$ cat src/rtl/regfile_wb_arbiter_pkg.sv
// Shared constants for the register-file writeback arbiter.
// Imported by the interface, arbiter and top.
package regfile_wb_arbiter_pkg;

  localparam logic ENABLE  = 1'b1;
  localparam logic DISABLE = 1'b0;

  localparam int NUM_WB_REQ = 3;
  localparam int REG_ADDR_W = 5;
  localparam int REG_DATA_W = 32;

  localparam logic [4:0] REG_ZERO = 5'd0;

endpackage

$ cat src/rtl/regfile_wb_arbiter_if.sv
// Writeback request bundle: per-source valid/addr/data
// with a one-hot ready returned by the arbiter.
interface regfile_wb_arbiter_if
  import regfile_wb_arbiter_pkg::*;
#(
  parameter int NUM_REQ = NUM_WB_REQ,
  parameter int ADDR_W  = REG_ADDR_W,
  parameter int DATA_W  = REG_DATA_W
);

  logic [NUM_REQ-1:0]        req_valid;
  logic [NUM_REQ*ADDR_W-1:0] req_addr;
  logic [NUM_REQ*DATA_W-1:0] req_data;
  logic [NUM_REQ-1:0]        req_ready;

  modport master (
    output req_valid,
    output req_addr,
    output req_data,
    input  req_ready
  );

  modport slave (
    input  req_valid,
    input  req_addr,
    input  req_data,
    output req_ready
  );

endinterface

$ cat src/rtl/regfile_wb_arbiter_rr_arbiter.sv
// Combinational round-robin arbiter: searches upward from ptr,
// wrapping, and grants the first active request.
module rr_arbiter #(
  parameter  int NUM_REQ = 3,
  localparam int PTR_W   = $clog2(NUM_REQ)
) (
  input  logic [NUM_REQ-1:0] req,
  input  logic [PTR_W-1:0]   ptr,
  output logic [NUM_REQ-1:0] grant,
  output logic [PTR_W-1:0]   grant_idx,
  output logic               grant_valid
);

  int j;

  always_comb begin
    grant       = '0;
    grant_idx   = '0;
    grant_valid = 1'b0;
    j           = 0;
    for (int k = 0; k < NUM_REQ; k++) begin
      j = int'(ptr) + k;
      if (j >= NUM_REQ) j = j - NUM_REQ;
      if (!grant_valid && req[PTR_W'(j)]) begin
        grant_valid         = 1'b1;
        grant[PTR_W'(j)]    = 1'b1;
        grant_idx           = PTR_W'(j);
      end
    end
  end

endmodule

$ cat src/rtl/regfile_wb_arbiter.sv
// Shares the regfile write port between writeback sources and
// tracks outstanding destination writes for RAW hazard checks.
module regfile_wb_arbiter
  import regfile_wb_arbiter_pkg::*;
#(
  parameter  int NUM_REQ = NUM_WB_REQ,
  parameter  int ADDR_W  = REG_ADDR_W,
  parameter  int DATA_W  = REG_DATA_W,
  localparam int PTR_W   = $clog2(NUM_REQ),
  localparam int BUSY_W  = 1 << ADDR_W
) (
  input  logic              clk,
  input  logic              rst,
  regfile_wb_arbiter_if.slave wb,
  input  logic              rsv_valid,
  input  logic [ADDR_W-1:0] rsv_addr,
  output logic [ADDR_W-1:0] wr_addr,
  output logic [DATA_W-1:0] data_in,
  output logic              write_enable,
  output logic [BUSY_W-1:0] busy
);

  localparam logic [ADDR_W-1:0] X0 = ADDR_W'(REG_ZERO);

  logic [PTR_W-1:0]   rr_ptr;
  logic [PTR_W-1:0]   g_idx;
  logic [NUM_REQ-1:0] grant;
  logic               g_vld;
  logic               hs;
  logic [ADDR_W-1:0]  g_addr;
  logic [DATA_W-1:0]  g_data;
  logic [BUSY_W-1:0]  busy_nxt;

  rr_arbiter #(
    .NUM_REQ (NUM_REQ)
  ) u_arb (
    .req         (wb.req_valid),
    .ptr         (rr_ptr),
    .grant       (grant),
    .grant_idx   (g_idx),
    .grant_valid (g_vld)
  );

  assign wb.req_ready = rst ? '0 : grant;
  assign hs           = g_vld & ~rst;
  assign g_addr       = wb.req_addr[int'(g_idx)*ADDR_W +: ADDR_W];
  assign g_data       = wb.req_data[int'(g_idx)*DATA_W +: DATA_W];

  // Set is applied after clear so a new producer wins the same-cycle race.
  always_comb begin
    busy_nxt = busy;
    if (hs && g_addr != X0)
      busy_nxt[g_addr] = 1'b0;
    if (rsv_valid && rsv_addr != X0)
      busy_nxt[rsv_addr] = 1'b1;
    busy_nxt[0] = 1'b0;
  end

  always_ff @(posedge clk) begin
    if (rst) begin
      rr_ptr       <= '0;
      wr_addr      <= '0;
      data_in      <= '0;
      write_enable <= DISABLE;
      busy         <= '0;
    end else begin
      busy <= busy_nxt;
      if (hs) begin
        wr_addr      <= g_addr;
        data_in      <= g_data;
        write_enable <= (g_addr != X0) ? ENABLE : DISABLE;
        rr_ptr       <= (g_idx == PTR_W'(NUM_REQ-1))
                        ? '0 : g_idx + 1'b1;
      end else begin
        write_enable <= DISABLE;
      end
    end
  end

endmodule

$ cat src/flat_wrapper.sv
// flat-port wrapper written by rule: the top's interface ports become plain ports
module regfile_wb_arbiter_flat import regfile_wb_arbiter_pkg::*;
#(
  parameter  int NUM_REQ = NUM_WB_REQ,
  parameter  int ADDR_W  = REG_ADDR_W,
  parameter  int DATA_W  = REG_DATA_W,
  localparam int PTR_W   = $clog2(NUM_REQ),
  localparam int BUSY_W  = 1 << ADDR_W
)
  (clk, rst, rsv_valid, rsv_addr, wr_addr, data_in, write_enable, busy, wb_req_valid, wb_req_addr, wb_req_data, wb_req_ready);
  regfile_wb_arbiter_if #(.NUM_REQ(NUM_REQ), .ADDR_W(ADDR_W), .DATA_W(DATA_W)) wb_i ();
  input  logic clk;
  input  logic rst;
  input  logic rsv_valid;
  input  logic [ADDR_W-1:0] rsv_addr;
  output logic [ADDR_W-1:0] wr_addr;
  output logic [DATA_W-1:0] data_in;
  output logic write_enable;
  output logic [BUSY_W-1:0] busy;
  input wire logic [$bits(wb_i.req_valid)-1:0] wb_req_valid;
  input wire logic [$bits(wb_i.req_addr)-1:0] wb_req_addr;
  input wire logic [$bits(wb_i.req_data)-1:0] wb_req_data;
  output wire logic [$bits(wb_i.req_ready)-1:0] wb_req_ready;
  assign wb_i.req_valid = wb_req_valid;
  assign wb_i.req_addr = wb_req_addr;
  assign wb_i.req_data = wb_req_data;
  assign wb_req_ready = wb_i.req_ready;
  regfile_wb_arbiter #(.NUM_REQ(NUM_REQ), .ADDR_W(ADDR_W), .DATA_W(DATA_W)) u_core (.clk(clk), .rst(rst), .wb(wb_i), .rsv_valid(rsv_valid), .rsv_addr(rsv_addr), .wr_addr(wr_addr), .data_in(data_in), .write_enable(write_enable), .busy(busy));
endmodule
$ cat config.mk
export PLATFORM = sky130hd
export DESIGN_NAME = regfile_wb_arbiter_flat
export DESIGN_NICKNAME = d
export VERILOG_FILES = /design/src/rtl/regfile_wb_arbiter_pkg.sv /design/src/rtl/regfile_wb_arbiter_if.sv /design/src/rtl/regfile_wb_arbiter_rr_arbiter.sv /design/src/rtl/regfile_wb_arbiter.sv /design/src/flat_wrapper.sv
export SDC_FILE = /design/constraint.sdc
export NUM_CORES = 1
export LEC_CHECK = 0
export BUFFER_PORTS_ARGS = -buffer_cell sky130_fd_sc_hd__buf_2
export CAP_MARGIN = 20
export CELL_PAD_IN_SITES_DETAIL_PLACEMENT = 1
export CELL_PAD_IN_SITES_GLOBAL_PLACEMENT = 1
export CORE_MARGIN = 2
export CORE_UTILIZATION = 33
export CTS_BUF_LIST = sky130_fd_sc_hd__clkbuf_8
export DETAILED_ROUTE_END_ITERATION = 7
export GPL_TIMING_DRIVEN = 0
export MAX_ROUTING_LAYER = met4
export PLACE_DENSITY = 0.8
export SETUP_SLACK_MARGIN = 0.15
export SLEW_MARGIN = 30
export SYNTH_ARGS = -nofsm -noshare
export SYNTH_HDL_FRONTEND = slang
export SYNTH_HIERARCHICAL = 1
export SYNTH_SLANG_ARGS = --single-unit
$ cat constraint.sdc
create_clock -name clk -period 3.62 [get_ports clk]
set_input_delay 0.362 -clock clk [delete_from_list [all_inputs] [get_ports clk]]
set_output_delay 0.362 -clock clk [all_outputs]
set_load 0.02 [all_outputs]
==> results.json <==
{
  "period_share": 0.9308,
  "drt_wl_total_mm": 16.04,
  "root_buffer": "clkbuf_8",
  "crit_required_ps": 3830,
  "yosys.area_share.xor_xnor": 0,
  "synth-compound-area-share": 0.2418,
  "slew_viol_final": 0,
  "timing_worst_setup_path_type": "reg -> reg",
  "synth_cell_types": 48,
  "fin_setup_tns_ps": 0,
  "muxShareOfSynthArea": 0.1062,
  "rsz0062_at_grt": "true",
  "gp_congestion": 0.8837,
  "n_fill_cell": 1521,
  "leakagePower_nw": 2.383,
  "clock_latency_ps": 350,
  "fin_crit_ps": 3369,
  "yosys_warnings": 6,
  "synthAdderAreaFrac": 0.01253,
  "grtUsageTotal": 0.2524,
  "grt_pass1_wl_mm": 24.98,
  "placed_area_sq_um": 5140,
  "fmax_mhz": 296.8,
  "run_status": "complete, no violations",
  "core_sq_um": 11910,
  "startpoint_type": "flip-flop",
  "slowest_delay_ps": 500,
  "ios": 195,
  "cts_htree_levels": 3,
  "cp_max_fo": 10,
  "regArea_sq_um": 1421,
  "clockBufferDepth": 2,
  "multi_input_area_sq_um": 2394,
  "nNetsFinal": 815,
  "final_antenna_net_count": 0,
  "critical_path.slowest_cell": "mux2i_1",
  "synthTopCellsByCount": "110 x nor2_1, 71 x dfxtp_1, 55 x a211oi_1, 39 x mux2i_1",
  "grt_pass1_vias": 4823,
  "die_area_sq_um": 13000,
  "syn2layout_area_growth_pct": 33.48,
  "crit_path_end_kind": "flip-flop",
  "hpwl_mm": 12.50,
  "viasPerCell": 5.372,
  "async_flop_share": 0,
  "total_power_w": 0.004059,
  "crit_arrival_ps": 3580,
  "drcViolationCount": 0,
  "stdcell_count": 842,
  "dp_cells": 825,
  "final_area_sq_um": 5333,
  "synth_top_area_frac": 0.3558,
  "chipHeight_um": 114.0,
  "io_buffers": 192,
  "synth.avg_cell_area_sq_um": 8.220,
  "synth-seq-cells": 71,
  "worstPathCellList": "inv_1 -> ha_1 -> buf_6 -> mux2i_1 -> o22a_2 -> o2111ai_1 -> o211ai_1 -> buf_6 -> mux2i_1 -> o2bb2ai_2 -> nor3_1 -> a211oi_1",
  "grt_max_degree": 14,
  "setup_violations": 0,
  "fp-row-count": 40,
  "yosys.area_share.simple": 0.2333,
  "finalClockSkew_ps": 9.218,
  "synth_edf_count": 0,
  "rrSetupSlack_ps": 250,
  "synth.area.top_cells": "dfxtp_1 36%, a211oi_1 10%, nor2_1 10%, mux2i_1 9.8%, a21oi_1 4.6%",
  "grt-ovfl-total": 0,
  "post-synth-top-area-cell": "dfxtp_1",
  "synthCells": 486,
  "synth_most_common_cell": "nor2_1",
  "post-route-util": 0.4477,
  "synth_top_family_by_area": "compound AO/OA/AOI/OAI gates",
  "hp-class": "in -> reg",
  "drt-pass1-iter-count": 4,
  "die_x_um": 114.0,
  "final_layout_size_suffix_gt1_frac": 0.3588,
  "drt_iter0_drc": 184,
  "numCtsBuffers": 9,
  "peakVddDrop_uv": 195.8,
  "max-cap-violations": 0,
  "clkSlewWorstSetupHoldPaths_ps": 80,
  "max_slew.worst_pin.slew_ps": 702.2,
  "power_density_nw_per_um2": 761.2,
  "synth_top_flop_cell": "dfxtp_1",
  "routedWlPerCell_um": 19.05,
  "cts_tree": "built",
  "synth_nets": 612,
  "vias": 4523,
  "slew_headroom": 0.5318,
  "hold_viol": 0,
  "postCtsSetupBuffers": 0,
  "start_util": 0.3354,
  "antenna_found_initial": 1,
  "yosysSeqAreaShare": 0.3558,
  "netlist_area_sq_um": 3995,
  "cts.sinks": 71
}
## cell usage in the layout, fill, tap and decap left out, types with 4 or more instances in the layout
| cell type | instances |
|---|---|
| a211oi_1 | 55 |
| a21oi_1 | 37 |
| mux2i_1 | 39 |
| clkbuf_8 | 9 |
| or3b_2 | 4 |
| nand2_1 | 17 |
| nor3_1 | 37 |
| buf_4 | 5 |
| clkbuf_1 | 13 |
| nor2_1 | 110 |
| ha_1 | 4 |
| a22o_1 | 12 |
| nand2b_1 | 4 |
| buf_2 | 202 |
| nor2b_1 | 8 |
| nand3b_1 | 6 |
| dfxtp_1 | 71 |
| o2bb2ai_2 | 4 |
| inv_1 | 5 |
## registers in the layout, indices dropped and copies added (netlist names)
register,cells
u_core/data_in,32
u_core/rr_ptr,2
u_core/write_enable,1
u_core/wr_addr,5
u_core/busy,31
## report_power, final
part | switching, W | internal (W) | total, W
combinational | 0.00153 | 0.000882 | 0.00241
sequential | 0.0000973 | 0.000972 | 0.00107
clock | 0.000328 | 0.000250 | 0.000578
total | 0.00196 | 0.00210 | 0.00406
## path summary, 6_finish.rpt
check / startpoint / to / cells past startpoint
max: u_core/rr_ptr[1]$_SDFFE_PP0N_ / u_core/busy[18]$_SDFF_PP0_ / 12
min: wb_req_data[1] / u_core/data_in[1]$_SDFFE_PP0N_ / 3
max reg2reg: u_core/rr_ptr[1]$_SDFFE_PP0N_ / u_core/busy[18]$_SDFF_PP0_ / 12
min reg2reg: u_core/wr_addr[3]$_SDFFE_PP0N_ / u_core/wr_addr[3]$_SDFFE_PP0N_ / 2
## cells by family after synthesis
family	Yosys count
muxes	41
and+or+nand+nor	201
other	1
buffers and inverters	40
adders and majority gates	4
DFF	71
AOI/OAI and AO/OA	128
## per-layer routing
metal	part of all wire	vias up	wire, um	global-route usage
li1	-	2168	-	-
met1	0.40	2156	6479	0.2815
met2	0.51	175	8141	0.4528
met3	0.069	24	1104	0.04410
met4	0.019	0	312	0.08862
met5	0	-	0	-
## layout make-up
class                           count  area share
Multi-Input combinational cell    375      0.4489
Sequential cell                    71      0.2665
Timing Repair Buffer              192      0.1802
Tap cell                          147     0.03449
Buffer                             35     0.03379
Clock buffer                        9     0.02323
Clock inverter                      7    0.008916
Inverter                            5    0.003519
Antenna cell                        1   0.0004693
## stage by stage
stage / setup WS [ps] / hold slack, ps
floorplan: 1015 / 484.6
global placement: 504.3 / 483.8
detailed placement: 310.6 / 489.6
CTS: 263.1 / 233.6
global route: 113.9 / 238.9
finish: 250.6 / 255.8
## critical path: cells and delay by family, from the launching register on
family	cells	cell delay [ps]
flip-flops	1	400
AO/OA/AOI/OAI	5	1070
buffers and inverters	3	480
AND/OR/NAND/NOR	1	400
multiplexers	2	690
adder cells (fa/ha/maj)	1	190
## timing repair
item | 4_1_cts | 5_1_grt
setup endpoints to repair | 0 | 46
resized for setup | 0 | 3
hold buffers | 0 | 0
Power figures use the tool's default switching activity.
